`src/rtl/instr_fetch_queue.sv`:
```
// instr_fetch_queue: credit-limited instruction fetcher with a tagged decode queue and redirect discard.
// Optional IFETCH_STALL_CNT_EN adds a saturating decoder-starvation counter on stall_cnt.
module instr_fetch_queue #(
  parameter logic [31:0] RESET_PC = 32'h0000_0000,
  parameter int QDEPTH = 2
) (
  input  logic        clk,
  input  logic        rst,
  output logic        imem_req_valid,
  input  logic        imem_req_ready,
  output logic [31:0] imem_req_addr,
  input  logic        imem_rsp_valid,
  input  logic [31:0] imem_rsp_data,
  output logic        dec_valid,
  input  logic        dec_ready,
  output logic [31:0] dec_instr,
  output logic [31:0] dec_pc,
  output logic [5:0]  dec_opcode,
  output logic [5:0]  dec_func,
`ifdef IFETCH_STALL_CNT_EN
  output logic [31:0] stall_cnt,
`endif
  input  logic        redirect,
  input  logic [31:0] redirect_pc
);
  localparam int AW = $clog2(QDEPTH);
  localparam int CW = $clog2(QDEPTH + 1);
  localparam logic [CW:0] QD = (CW + 1)'(QDEPTH);
  logic [31:0] pc, rsp_pc, new_pc;
  logic [CW-1:0] cnt, inf, disc, inf_n;
  logic [AW-1:0] head, tail;
  logic [31:0] q_instr [QDEPTH];
  logic [31:0] q_pc [QDEPTH];
  logic [CW:0] used;
  logic acc, push, pop;
  assign used = {1'b0, cnt} + {1'b0, inf};
  assign imem_req_valid = !rst && used < QD;
  assign imem_req_addr = pc;
  assign acc = imem_req_valid && imem_req_ready;
  assign push = imem_rsp_valid && !redirect && disc == '0;
  assign dec_valid = cnt != '0;
  assign pop = dec_valid && dec_ready;
  assign dec_instr = dec_valid ? q_instr[head] : '0;
  assign dec_pc = dec_valid ? q_pc[head] : '0;
  assign dec_opcode = dec_instr[31:26];
  assign dec_func = dec_instr[5:0];
  assign inf_n = inf + CW'(acc) - CW'(imem_rsp_valid);
  assign new_pc = redirect_pc & ~32'h3;
  // Every request still in flight at a redirect is stale, so the discard count becomes the new in-flight count.
  always_ff @(posedge clk or posedge rst) begin
    if (rst) begin
      pc <= RESET_PC;
      rsp_pc <= RESET_PC;
      cnt <= '0;
      inf <= '0;
      disc <= '0;
      head <= '0;
      tail <= '0;
    end else begin
      inf <= inf_n;
      if (redirect) begin
        pc <= new_pc;
        rsp_pc <= new_pc;
        disc <= inf_n;
        head <= head + AW'(pop);
        tail <= head + AW'(pop);
        cnt <= '0;
      end else begin
        if (acc) pc <= pc + 32'd4;
        if (push) rsp_pc <= rsp_pc + 32'd4;
        if (imem_rsp_valid && disc != '0) disc <= disc - 1'b1;
        head <= head + AW'(pop);
        tail <= tail + AW'(push);
        cnt <= cnt + CW'(push) - CW'(pop);
      end
    end
  end
  always_ff @(posedge clk) begin
    if (push) begin
      q_instr[tail] <= imem_rsp_data;
      q_pc[tail] <= rsp_pc;
    end
  end
`ifdef IFETCH_STALL_CNT_EN
  always_ff @(posedge clk or posedge rst) begin
    if (rst) stall_cnt <= '0;
    else if (dec_ready && !dec_valid && stall_cnt != '1) stall_cnt <= stall_cnt + 32'd1;
  end
`endif
endmodule

```
`config.mk`:
```
export PLATFORM = sky130hd
export DESIGN_NAME = instr_fetch_queue
export DESIGN_NICKNAME = d
export VERILOG_FILES = /design/src/rtl/instr_fetch_queue.sv
export SDC_FILE = /design/constraint.sdc
export NUM_CORES = 1
export LEC_CHECK = 0
export ABC_CLOCK_PERIOD_IN_PS = 4000
export CORE_MARGIN = 8
export CORE_UTILIZATION = 45
export CTS_CLUSTER_SIZE = 40
export DETAILED_ROUTE_END_ITERATION = 10
export PLACE_DENSITY = 0.72
export SLEW_MARGIN = 20
export SYNTH_ARGS = -nofsm -noshare
export SYNTH_HDL_FRONTEND = slang
export SYNTH_SLANG_ARGS = --single-unit
```
`constraint.sdc`:
```
create_clock -name clk -period 4 [get_ports clk]
set_input_delay 0.8 -clock clk [delete_from_list [all_inputs] [get_ports clk]]
set_output_delay 0.8 -clock clk [all_outputs]
set_load 0.01 [all_outputs]
```
After elaboration in Yosys (flattened, before gate mapping)
Memories as Yosys holds them, arrays and structs flattened.
Index checks and enable logic that the tools add are counted.
{"block": "op_classes", "addsub": 10, "multipliers": 0, "div_mod_pow": 0, "mux": 12, "shift": 0, "n_reduce_logical": 14, "n_bitwise": 0, "n_eq_ne": 0, "magnitude_cmp": 1}
{"operator": "two-way mux 32 bit", "count": 6}
{"operator": "adder 32 x 3 -> 32 bit (second input constant)", "count": 2}
{"operator": "nonzero test 2 bit", "count": 5}
{"operator": "logical AND 1 bit", "count": 6}
{"operator": "two-way mux 2 bit", "count": 3}
{"operator": "adder 2 x 1 -> 2 bit", "count": 2}
{"operator": "subtractor 2 x 1 -> 2 bit", "count": 2}
{"operator": "adder 2 x 2 -> 3 bit", "count": 1}
{"operator": "< comparator 3 x 2 -> 1 bit (second input constant)", "count": 1}
{"operator": "two-way mux 1 bit", "count": 3}
{"operator": "adder 1 bit", "count": 2}
{"operator": "logical NOT 1 bit", "count": 2}
{"operator": "logical NOT 2 bit", "count": 1}
{"operator": "subtractor 2 x 1 -> 2 bit (second input constant)", "count": 1}
{"block": "word_totals", "ram_bits": 128, "rom_bits": 0, "n_memories": 2, "output_inout_bits": 110, "reg_bits": 72, "latchBits": 0}
{"name": "q_instr", "words": 2, "width": 32, "read_ports": 1, "rd_clocked_by_memory_dff": 0, "write_ports": 1, "line": "32", "source": "logic [31:0] q_instr [QDEPTH];"}
{"name": "q_pc", "words": 2, "width": 32, "read_ports": 1, "rd_clocked_by_memory_dff": 0, "write_ports": 1, "line": "33", "source": "logic [31:0] q_pc [QDEPTH];"}

Depth between registers and ports, before layout
Gate-level depths: netlist of the first run.
{"block": "logic_depth", "ltp_word": 7, "depth_mapped": 11}

Least setup slack after synthesis of the first run
No wires, ideal clock.
{"block": "synth_path", "kind": "input to register", "startpoint": "input redirect", "endpoint": "memory q_instr[1][0] (enable)", "setup_slack_ns": 0.378, "path_buffers": 2, "arrival_ns": 3.196, "setup_time_ns": 0.427, "cell_stages": 6, "path_cell_list": "inv_1 -> clkbuf_1 -> clkbuf_1 -> nand3_1 -> inv_1 -> ha_1"}
{"block": "synth_via", "elab_chain_len": 5}
{"item": "start, declared", "line": "23", "source": "input logic redirect,"}
{"item": "logical NOT 1 bit", "line": "40", "source": "assign push = imem_rsp_valid && !redirect && disc == '0;"}
{"item": "logical AND 1 bit (2 in series)", "line": "40"}
{"item": "two-way mux 1 bit", "line": "79", "source": "if (push) begin"}
{"item": "two-way mux 1 bit (implied by the code)", "line": "80", "source": "q_instr[tail] <= imem_rsp_data;"}
{"item": "end, declared", "line": "32"}
No other way between the ends.

Worst setup path after layout of the first run
{"block": "layout_path", "startpoint": "register cnt[0]", "endpoint": "output imem_req_valid"}
{"block": "layout_via", "elab_chain_len": 3}
{"item": "start, declared", "line": "30", "source": "logic [CW-1:0] cnt, inf, disc, inf_n;"}
{"item": "start signal, assigned", "line": "74", "source": "cnt <= cnt + CW'(push) - CW'(pop);"}
{"item": "adder 2 x 2 -> 3 bit", "line": "36", "source": "assign used = {1'b0, cnt} + {1'b0, inf};"}
{"item": "< comparator 3 x 2 -> 1 bit", "line": "37", "source": "assign imem_req_valid = !rst && used < QD;"}
{"item": "logical AND 1 bit", "line": "37"}
{"item": "end, declared", "line": "9", "source": "output logic imem_req_valid,"}
No other way between the ends.

==> reports/results.tsv, run 1 <==
metric	value	unit
met1 Resource Use GR	22.2	%
number of global-route vias before repair	5838	
area share of the largest cell type after synthesis	43.0	%
synthesized area per cell	12.5	um^2
origin of the critical flop-to-flop path	cnt[0]	
most numerous cell types in the synthesized netlist	124 x sky130_fd_sc_hd__edfxtp_1, 94 x sky130_fd_sc_hd__nor2_1, 68 x sky130_fd_sc_hd__dfrtp_1	
global-route wire length before repair	30.9	mm
GR peak layer	met2	
Hold Path Origin	inf[0]	
Worst Skew	0.00942	ns
depth of the CTS H-tree	4	
floorplan die width	155	um
result of the run	complete, no violations	
largest net degree at the start of global routing	76	
height of the die	155	um
met2 GRT Util	25.1	%
worst hold path stage count	1	
worst-skew pair later-pin latency	0.43	ns
Layout Utilization	59.4	%
Pre-antenna DRT Iters	4	
Leak	4.09	nW
final setup violation count	0	
summed area of non-filler cells in the final layout	11200	um^2
critical path peak fanout	7	
netlist area before placement	8670	um^2
Hold Buf Count CTS	0	
Num CTS Buffers	17	
worst setup path category	reg2out	
placement-stage cell area	10600	um^2
cell type contributing the most total cell area after synthesis	sky130_fd_sc_hd__edfxtp_1	
layout cell share with drive strength beyond 1	7.79	%
Worst Hold Slack	0.537	ns
Post-DP HPWL	13.6	mm
Distinct cells, synth	41	
post-detailed-route via-to-cell ratio	5.34	
number of sinks handled by clock tree synthesis	192	
synthesis-to-layout area growth	29.2	%
drt wl/cell	17.5	um
FF-to-FF setup slack	0.74	ns
share of the yosys chip area belonging to registers	62.6	%
PwrDens	546	nW/um^2
transition time of the tightest slew-check pin	0.810	ns
Critical Path AT	2.62	ns
startpoint class of the critical path	register	
max-slew violation count	0	
Routed Antenna Nets	0	
post-layout min period	3.42	ns
RePlAce Congestion	0.845	
worst rel slew slack	46.0	%
setup repair after global routing missed its margin	no	
launching element of the worst setup path	cnt[0]	
critical path endpoint category	primary output	
largest buffer count on any clock path	2	
Post-Synthesis Cells	691	
I/O Pins	180	
most common cell in the synthesized netlist	sky130_fd_sc_hd__edfxtp_1	
Worst Reg-to-Reg Cells	6	
number of cells in the finished layout apart from fillers	1120	
cell row count	50	
highest attainable clock frequency	0.292	GHz
ratio of final minimum period to clock period	85.5	%
#FFs+latches synth	192	
met3 global-route usage	4.63	%
endpoint of the worst register-to-register path	imem_req_addr[25]	
required time reported for the critical path endpoint	3.20	ns
total routed wirelength	19.6	mm
total DRC errors in the routed layout	0	
endpoint of the worst hold-timing path	inf[0]	
effective utilization at floorplan	46.0	%
maxcap violations	0	
initial antenna violation count	0	
number of buffers added for setup after CTS	0	
TritonCTS clock tree	done	
area enclosed by the die boundary	24000	um^2
Root Driver	sky130_fd_sc_hd__clkbuf_16	
DP Cell Count	1088	
number of flops mapped to enable cells by yosys	124	
overall via count from detail_route	5980	
path type of the worst min-delay path	reg2reg	
clock-pin slew of the registers on the worst-case setup and hold paths	0.07	ns
quantity of I/O buffers inserted on ports	173	
cell types occupying the most area after synthesis	sky130_fd_sc_hd__edfxtp_1 43%, sky130_fd_sc_hd__dfrtp_1 20%, sky130_fd_sc_hd__mux2i_1 7.5%, sky130_fd_sc_hd__nor2_1 4.1%, sky130_fd_sc_hd__mux2_2 2.1%	
Max IR drop VDD	0.000303	V
leading register cell type out of synthesis	sky130_fd_sc_hd__edfxtp_1	
async set-reset flop share out of synthesis	35.4	%
number of endpoints with negative hold slack in the final report	0	
all-layer global routing usage	16.3	%
Net count, final	927	
# resized after CTS	0	
grt total ovfl	0	
yosys synthesis warning count	0	
Setup TNS Final	0	ns
number of antenna repair diodes	0	
count of fill cells added during filler insertion	1554	
Core Footprint	18800	um^2
1st-iter DRT viols	232	
## cell families after synthesis
| kind of cell | count (synthesis) | share of synthesized area (%) |
|---|---|---|
| AO/OA/AOI/OAI | 74 | 5.72 |
| XOR/XNOR | 29 | 2.93 |
| adder cells (fa/ha/maj) | 10 | 1.53 |
| buffers and inverters | 73 | 4.00 |
| flip-flops | 192 | 62.6 |
| multiplexers | 81 | 9.59 |
| other | 1 | 0.0433 |
| AND/OR/NAND/NOR | 231 | 13.6 |
## state kept, by name (all words and copies together) (netlist names)
register	flops
imem_req_addr	30
tail	1
rsp_pc	30
disc	2
inf	2
q_pc	60
cnt	2
head	1
q_instr	64
## final cells by class
type / count / area (um^2) / area share (%)
Clock buffer: 22 / 464 / 4.15
Clock inverter: 10 / 104 / 0.928
Inverter: 21 / 78.8 / 0.704
Multi-Input combinational cell: 429 / 2920 / 26.1
Sequential cell: 192 / 5430 / 48.5
Tap cell: 260 / 325 / 2.91
Timing Repair Buffer: 186 / 1870 / 16.7
## worst max path at each step
stage | cells past startpoint | end
after floorplan | 6 | q_instr[1][0]
after global placement | 5 | imem_req_addr[31]
after detailed placement | 5 | imem_req_addr[25]
after CTS | 5 | imem_req_valid
after global routing | 5 | imem_req_valid
final | 5 | imem_req_valid
## critical path, cell delays in order (launching register included)
cell	delay [ns]
sky130_fd_sc_hd__dfrtp_1	0.44
sky130_fd_sc_hd__and2_1	0.17
sky130_fd_sc_hd__fa_1	0.48
sky130_fd_sc_hd__or3_1	0.48
sky130_fd_sc_hd__inv_1	0.09
sky130_fd_sc_hd__clkdlybuf4s50_1	0.53
## where the power goes
group	leakage (nW)	switching, mW	internal [mW]
sequential	1.90	0.229	2.37
clock	0.270	0.712	0.899
combinational	1.93	0.913	0.987
total	4.09	1.85	4.25
## cells in the final DEF (no fill, tap or decap), types with 4 or more instances in the layout
| master | instances |
|---|---|
| sky130_fd_sc_hd__clkdlybuf4s50_1 | 173 |
| sky130_fd_sc_hd__edfxtp_1 | 124 |
| sky130_fd_sc_hd__nor2_1 | 93 |
| sky130_fd_sc_hd__dfrtp_1 | 67 |
| sky130_fd_sc_hd__mux2i_1 | 65 |
| sky130_fd_sc_hd__a31oi_1 | 23 |
| sky130_fd_sc_hd__or4_1 | 22 |
| sky130_fd_sc_hd__nand3_1 | 19 |
| sky130_fd_sc_hd__inv_1 | 19 |
| sky130_fd_sc_hd__nand2_1 | 18 |
| sky130_fd_sc_hd__nor3_1 | 17 |
| sky130_fd_sc_hd__o31ai_1 | 17 |
| sky130_fd_sc_hd__xnor2_1 | 17 |
| sky130_fd_sc_hd__clkbuf_16 | 17 |
| sky130_fd_sc_hd__mux2_2 | 16 |
| sky130_fd_sc_hd__nand4_1 | 15 |
| sky130_fd_sc_hd__xor2_1 | 12 |
| sky130_fd_sc_hd__and4_1 | 10 |
| sky130_fd_sc_hd__nor4_1 | 10 |
| sky130_fd_sc_hd__buf_4 | 10 |
| sky130_fd_sc_hd__a21oi_1 | 9 |
| sky130_fd_sc_hd__o21ai_0 | 8 |
| sky130_fd_sc_hd__nor2b_1 | 7 |
| sky130_fd_sc_hd__a211oi_1 | 7 |
| sky130_fd_sc_hd__ha_1 | 7 |
| sky130_fd_sc_hd__or3_1 | 6 |
| sky130_fd_sc_hd__a311oi_1 | 6 |
| sky130_fd_sc_hd__and3_1 | 4 |
| sky130_fd_sc_hd__conb_1 | 4 |
| sky130_fd_sc_hd__clkinv_4 | 4 |
## per-stage QoR
stage | setup WS, ns | power (mW)
2_1_floorplan | 0.378 | 3.68
3_3_place_gp | 0.561 | 4.52
3_5_place_dp | 0.519 | 4.56
4_1_cts | 0.571 | 6.18
5_1_grt | 0.494 | 6.42
6_report | 0.580 | 6.11
## routing by layer
metal	routed length, um	part of all wire, %
met5	0	0
met4	151	0.77
met3	1310	6.7
met2	8750	45
met1	9380	48
(Power assumes the default switching activity.)
==> run 2, diff against run 1 <==
--- a/config.mk
+++ b/config.mk
@@ -5,12 +5,13 @@
 export SDC_FILE = /design/constraint.sdc
 export NUM_CORES = 1
 export LEC_CHECK = 0
-export ABC_CLOCK_PERIOD_IN_PS = 4000
+export ABC_CLOCK_PERIOD_IN_PS = 2800
 export CORE_MARGIN = 8
 export CORE_UTILIZATION = 45
+export CTS_CLUSTER_DIAMETER = 150
 export CTS_CLUSTER_SIZE = 40
 export DETAILED_ROUTE_END_ITERATION = 10
-export PLACE_DENSITY = 0.72
+export PLACE_DENSITY = 0.74
 export SLEW_MARGIN = 20
 export SYNTH_ARGS = -nofsm -noshare
 export SYNTH_HDL_FRONTEND = slang
==> constraint.sdc (replaced) <==
create_clock -name clk -period 2.8 [get_ports clk]
set_input_delay 0.56 -clock clk [delete_from_list [all_inputs] [get_ports clk]]
set_output_delay 0.56 -clock clk [all_outputs]
set_load 0.01 [all_outputs]
==> reports/results.tsv, run 2 (synthesized netlist as in run 1, its figures left out) <==
metric	value	unit	change
design internal power	6.17	mW	was 4.25 mW
largest reg by FF count	q_instr		unchanged
effective utilization at floorplan	46.0	%	unchanged
Core Footprint	18800	um^2	unchanged
clock-pin slew of the registers on the worst-case setup and hold paths	0.07	ns	about the same
layout cell share with drive strength beyond 1	10.6	%	was 7.79%
worst hold path stage count	0		was 1
total routed wirelength	20.8	mm	was 19.6 mm
dominant delay contributor by cell family on the critical path	simple AND/OR/NAND/NOR gates		unchanged
most frequent cells in the layout	172 x sky130_fd_sc_hd__clkdlybuf4s50_1, 124 x sky130_fd_sc_hd__edfxtp_1, 93 x sky130_fd_sc_hd__nor2_1, 67 x sky130_fd_sc_hd__dfrtp_1, 65 x sky130_fd_sc_hd__mux2i_1		was 173 x sky130_fd_sc_hd__clkdlybuf4s50_1, 124 x sky130_fd_sc_hd__edfxtp_1, 93 x sky130_fd_sc_hd__nor2_1, 67 x sky130_fd_sc_hd__dfrtp_1, 65 x sky130_fd_sc_hd__mux2i_1
CP max-delay cell	sky130_fd_sc_hd__or4_4		was sky130_fd_sc_hd__clkdlybuf4s50_1
area of combinational cells with multiple inputs	2950	um^2	was 2920 um^2
transition time of the tightest slew-check pin	0.632	ns	was 0.810 ns
commonest non-fill, non-tap cell in the layout	sky130_fd_sc_hd__clkdlybuf4s50_1		unchanged
worst rel slew slack	57.5	%	was 46.0%
result of the run	complete, but fails checks		was complete, no violations
number of endpoints with negative hold slack in the final report	0		unchanged
number of sinks handled by clock tree synthesis	192		unchanged
number of cells in the finished layout apart from fillers	1141		was 1120
global-route wire length before repair	32.2	mm	was 30.9 mm
Sw Share	30.6	%	was 30.4%
DP Cell Count	1102		was 1088
Worst Skew	0.0130	ns	was 0.00942 ns
all-layer global routing usage	17.0	%	was 16.3%
maxcap violations	0		unchanged
Leak	4.22	nW	was 4.09 nW
synthesis-to-layout area growth	31.7	%	was 29.2%
floorplan die width	155	um	unchanged
1st-iter DRT viols	405		was 232
height of the die	155	um	unchanged
area enclosed by the die boundary	24000	um^2	unchanged
number of flip-flops under the largest register name	64		unchanged
Hold Path Origin	rsp_pc[29]		was inf[0]
placement-stage cell area	10800	um^2	was 10600 um^2
slack of the critical path	-0.0871	ns	was 0.580 ns
PnR Total Power	8.89	mW	was 6.11 mW
largest buffer count on any clock path	2		unchanged
RePlAce Congestion	0.860		was 0.845
Net count, final	948		was 927
total DRC errors in the routed layout	0		unchanged
worst-skew pair later-pin latency	0.43	ns	about the same
Setup TNS Final	-0.637	ns	was 0 ns
TritonCTS clock tree	done		unchanged
Max IR drop VDD	0.000433	V	was 0.000303 V
highest attainable clock frequency	0.346	GHz	
Num CTS Buffers	17		unchanged
path type of the worst min-delay path	reg2reg		unchanged
startpoint class of the critical path	register		unchanged
quantity of I/O buffers inserted on ports	173		unchanged
total area of sequential cells	5430	um^2	unchanged
WP depth	7		was 5
registers with the most flip-flops	q_instr x64, q_pc x60		unchanged
Worst Hold Slack	0.544	ns	was 0.537 ns
cell row count	50		unchanged
endpoint of the worst hold-timing path	q_pc[1][29]		was inf[0]
post-layout min period	2.89	ns	
Root Driver	sky130_fd_sc_hd__clkbuf_16		unchanged
max-slew violation count	0		unchanged
Post-DP HPWL	14.0	mm	was 13.6 mm
summed area of non-filler cells in the final layout	11400	um^2	was 11200 um^2
FF-to-FF setup slack	-0.09	ns	was 0.74 ns
number of antenna repair diodes	0		unchanged
origin of the critical flop-to-flop path	inf[0]		was cnt[0]
count of fill cells added during filler insertion	1508		was 1554
Routed Antenna Nets	0		unchanged
Worst Reg-to-Reg Cells	7		was 6
worst setup path category	reg2reg		was reg2out
relative contribution of combinational cells to total power	33.2	%	was 31.1%
count of buffering cells on the critical path with inverters included	1		was 2
number of global-route vias before repair	6240		was 5838
final setup violation count	10		was 0
part of the total power dissipated in the clock network	25.7	%	was 26.4%
endpoint of the worst register-to-register path	imem_req_addr[27]		was imem_req_addr[25]
power spent charging and discharging nets	2.72	mW	was 1.85 mW
required time reported for the critical path endpoint	3.15	ns	was 3.20 ns
initial antenna violation count	0		unchanged
drt wl/cell	18.2	um	was 17.5 um
cell-by-cell listing of the critical path	and2_4 -> fa_1 -> or4b_4 -> or4_4 -> buf_6 -> or4_1 -> a31oi_1		was and2_1 -> fa_1 -> or3_1 -> inv_1 -> clkdlybuf4s50_1
ratio of final minimum period to clock period	103	%	
PwrDens	779	nW/um^2	was 546 nW/um^2
maximum cell stage delay along the critical path	0.56	ns	was 0.53 ns
depth of the CTS H-tree	4		unchanged
Critical Path AT	3.24	ns	was 2.62 ns
critical path peak fanout	7		unchanged
setup repair after global routing missed its margin	yes		was no
grt total ovfl	0		unchanged
post-detailed-route via-to-cell ratio	5.43		was 5.34
critical path endpoint category	register		was primary output
failing checks	setup timing		
I/O Pins	180		unchanged
Pre-antenna DRT Iters	5		was 4
overall via count from detail_route	6196		was 5980
largest net degree at the start of global routing	76		unchanged
power share of the sequential group	41.1	%	was 42.5%
[run 2: power by group through the flow]
stage                     Combinational, mW  Clock, mW  Sequential (mW)
after floorplan                        1.63          0             3.63
after global placement                 2.85          0             3.72
after detailed placement               2.90          0             3.74
after CTS                              2.98       2.34             3.65
after global routing                   3.19       2.44             3.69
final                                  2.95       2.29             3.65
[run 2: through the flow]
stage / worst slack, ns / utilization (%)
3_3_place_gp: -0.195 / 57.3
4_1_cts: -0.109 / 60.5
5_1_grt: -0.170 / 60.6
2_1_floorplan: -0.582 / -
3_5_place_dp: -0.255 / 57.3
6_report: -0.0871 / 60.6
[run 2: worst max-delay path by stage]
stage	to	startpoint
6_report	imem_req_addr[27]	inf[0]
5_1_grt	imem_req_addr[21]	inf[0]
4_1_cts	imem_req_addr[21]	inf[0]
3_5_place_dp	imem_req_addr[21]	rst
3_3_place_gp	imem_req_addr[21]	rst
2_1_floorplan	q_instr[1][0]	redirect
[run 2: final cells by class]
cell class	count	share of cell area (%)
timing repair buffer	206	18.2
inverter	21	0.691
tap	260	2.85
clock inverter	12	0.943
multi-input combinational	430	25.9
clock buffer	20	3.91
sequential	192	47.6
[run 2: what timing repair did]
item,in CTS,in global routing
setup buffers,4,1
pin swaps,8,4
gates resized for setup,5,1
cloned,1,1
hold buffers,0,0
setup endpoints to repair,11,16
[run 2: worst register-to-register path: cells and delay by family (launching register included)]
family / cells / cell delay (ns)
adders and majority gates: 1 / 0.46
buffers and inverters: 1 / 0.16
AOI/OAI and AO/OA: 1 / 0.17
and+or+nand+nor: 4 / 1.64
DFF: 1 / 0.39
[run 2: routing by layer]
metal	part of all wire (%)	routed length (um)	track usage (%)	vias to the layer above
met5	0	0	0	-
met4	2.2	460	6.16	0
met3	6.5	1350	4.10	28
met2	47	9670	27.3	235
met1	45	9300	22.1	3017
li1	-	-	-	2916
==> run 3, diff against run 2 <==
--- a/config.mk
+++ b/config.mk
@@ -6,12 +6,13 @@
 export NUM_CORES = 1
 export LEC_CHECK = 0
 export ABC_CLOCK_PERIOD_IN_PS = 2800
+export CORE_ASPECT_RATIO = 0.75
 export CORE_MARGIN = 8
-export CORE_UTILIZATION = 45
+export CORE_UTILIZATION = 46
 export CTS_CLUSTER_DIAMETER = 150
 export CTS_CLUSTER_SIZE = 40
 export DETAILED_ROUTE_END_ITERATION = 10
-export PLACE_DENSITY = 0.74
+export PLACE_DENSITY = 0.76
 export SLEW_MARGIN = 20
 export SYNTH_ARGS = -nofsm -noshare
 export SYNTH_HDL_FRONTEND = slang
==> reports/results.tsv, run 3 (synthesized netlist as in run 1, its figures left out) <==
metric	value	unit	change
failing checks	setup timing		unchanged
endpoint of the worst register-to-register path	imem_req_addr[29]		was imem_req_addr[27]
floorplan die width	174	um	was 155 um
height of the die	135	um	was 155 um
global-route wire length before repair	31.7	mm	was 32.2 mm
largest buffer count on any clock path	2		unchanged
depth of the CTS H-tree	4		unchanged
PnR Total Power	8.98	mW	was 8.89 mW
startpoint class of the critical path	register		unchanged
highest attainable clock frequency	0.347	GHz	was 0.346 GHz
setup repair after global routing missed its margin	yes		unchanged
critical path endpoint category	register		unchanged
post-detailed-route via-to-cell ratio	5.37		was 5.43
post-layout min period	2.88	ns	was 2.89 ns
registers with the most flip-flops	q_instr x64, q_pc x60		unchanged
number of sinks handled by clock tree synthesis	192		unchanged
RePlAce Congestion	0.838		was 0.860
ratio of final minimum period to clock period	103	%	about the same
Max IR drop VDD	0.000366	V	was 0.000433 V
Worst Skew	0.00965	ns	was 0.0130 ns
Routed Antenna Nets	0		unchanged
Layout Utilization	62.1	%	was 60.6%
Post-DP HPWL	14.2	mm	was 14.0 mm
Worst Reg-to-Reg Cells	7		unchanged
initial antenna violation count	1		was 0
TritonCTS clock tree	done		unchanged
maxcap violations	0		unchanged
Core Footprint	18500	um^2	was 18800 um^2
worst-skew pair later-pin latency	0.42	ns	was 0.43 ns
total DRC errors in the routed layout	0		unchanged
path type of the worst min-delay path	in2async		was reg2reg
overall via count from detail_route	6053		was 6196
critical path peak fanout	8		was 7
Hold Buf Count CTS	0		unchanged
number of endpoints with negative hold slack in the final report	0		unchanged
Critical Path AT	3.22	ns	was 3.24 ns
1st-iter DRT viols	333		was 405
origin of the critical flop-to-flop path	cnt[0]		was inf[0]
worst rel slew slack	62.0	%	was 57.5%
required time reported for the critical path endpoint	3.14	ns	was 3.15 ns
PwrDens	784	nW/um^2	was 779 nW/um^2
all-layer global routing usage	17.1	%	was 17.0%
worst setup path category	reg2reg		unchanged
slack of the critical path	-0.0785	ns	was -0.0871 ns
clock-pin slew of the registers on the worst-case setup and hold paths	0.07	ns	about the same
quantity of I/O buffers inserted on ports	173		unchanged
most frequent cells in the layout	172 x sky130_fd_sc_hd__clkdlybuf4s50_1, 124 x sky130_fd_sc_hd__edfxtp_1, 93 x sky130_fd_sc_hd__nor2_1, 67 x sky130_fd_sc_hd__dfrtp_1, 65 x sky130_fd_sc_hd__mux2i_1		unchanged
effective utilization at floorplan	47.0	%	was 46.0%
commonest non-fill, non-tap cell in the layout	sky130_fd_sc_hd__clkdlybuf4s50_1		unchanged
FF-to-FF setup slack	-0.08	ns	was -0.09 ns
grt total ovfl	0		unchanged
final setup violation count	7		was 10
Leak	4.25	nW	was 4.22 nW
area enclosed by the die boundary	23500	um^2	was 24000 um^2
max-slew violation count	0		unchanged
Net count, final	948		unchanged
result of the run	complete, but fails checks		unchanged
Setup TNS Final	-0.438	ns	was -0.637 ns
number of antenna repair diodes	0		unchanged
Root Driver	sky130_fd_sc_hd__clkbuf_16		unchanged
largest net degree at the start of global routing	76		unchanged
transition time of the tightest slew-check pin	0.564	ns	was 0.632 ns
largest reg by FF count	q_instr		unchanged
drt wl/cell	18.0	um	was 18.2 um
Pre-antenna DRT Iters	5		unchanged
cell row count	43		was 50
Num CTS Buffers	17		unchanged
total routed wirelength	20.3	mm	was 20.8 mm
synthesis-to-layout area growth	32.2	%	was 31.7%
layout cell share with drive strength beyond 1	10.8	%	was 10.6%
I/O Pins	180		unchanged
number of global-route vias before repair	5943		was 6240
number of flip-flops under the largest register name	64		unchanged
## run 3: worst max-delay path by stage
stage | from | to | slack, ns | cells after the start
finish | cnt[0] | imem_req_addr[29] | -0.08 | 7
global route | cnt[0] | imem_req_addr[31] | -0.14 | 7
CTS | cnt[0] | imem_req_addr[19] | -0.11 | 7
detailed placement | rst | imem_req_addr[21] | -0.20 | 6
global placement | rst | imem_req_addr[21] | -0.16 | 6
floorplan | redirect | q_instr[1][0] | -0.58 | 6
## run 3: area by class of cell
type                       instances  area, um^2
fill                            1423        7000
sequential                       192        5430
multi-input combinational        429        2950
timing repair buffer             207        2120
clock buffer                      21         472
tap                              247         309
clock inverter                    11         104
inverter                          21        78.8
## run 3: through the flow
step                cells  hold WS (ns)  cell area (um^2)  setup slack [ns]
global placement     1089         0.500             10800            -0.159
floorplan             694         0.478              8700            -0.582
global route         1128         0.549             11500            -0.142
CTS                  1127         0.523             11400            -0.106
detailed placement   1089         0.512             10800            -0.199
finish               1128         0.530             11500           -0.0785
## run 3: where the power goes
group | switching [mW] | internal, mW
logic | 1.45 | 1.59
clock network | 1.02 | 1.31
registers | 0.237 | 3.38
## run 3: worst max-delay path, stage by stage (launching register included)
cell,delay (ns)
sky130_fd_sc_hd__dfrtp_1,0.38
sky130_fd_sc_hd__and2_4,0.16
sky130_fd_sc_hd__fa_1,0.45
sky130_fd_sc_hd__or4b_4,0.50
sky130_fd_sc_hd__or4_4,0.57
sky130_fd_sc_hd__buf_6,0.16
sky130_fd_sc_hd__or4_1,0.39
sky130_fd_sc_hd__a31oi_1,0.18
## run 3: what timing repair did
action	CTS	global route
setup buffers	5	1
pin swaps	10	5
resized for setup	8	1
hold endpoints to repair	0	0
cloned	1	0
setup endpoints to repair	12	13
## run 3: routing by layer
metal	GRT usage, %	vias to the layer above	wire length [um]
li1	-	2917	-
met1	23.5	2905	9470
met2	26.4	220	9070
met3	5.44	9	1620
met4	3.55	2	88
met5	0	-	9
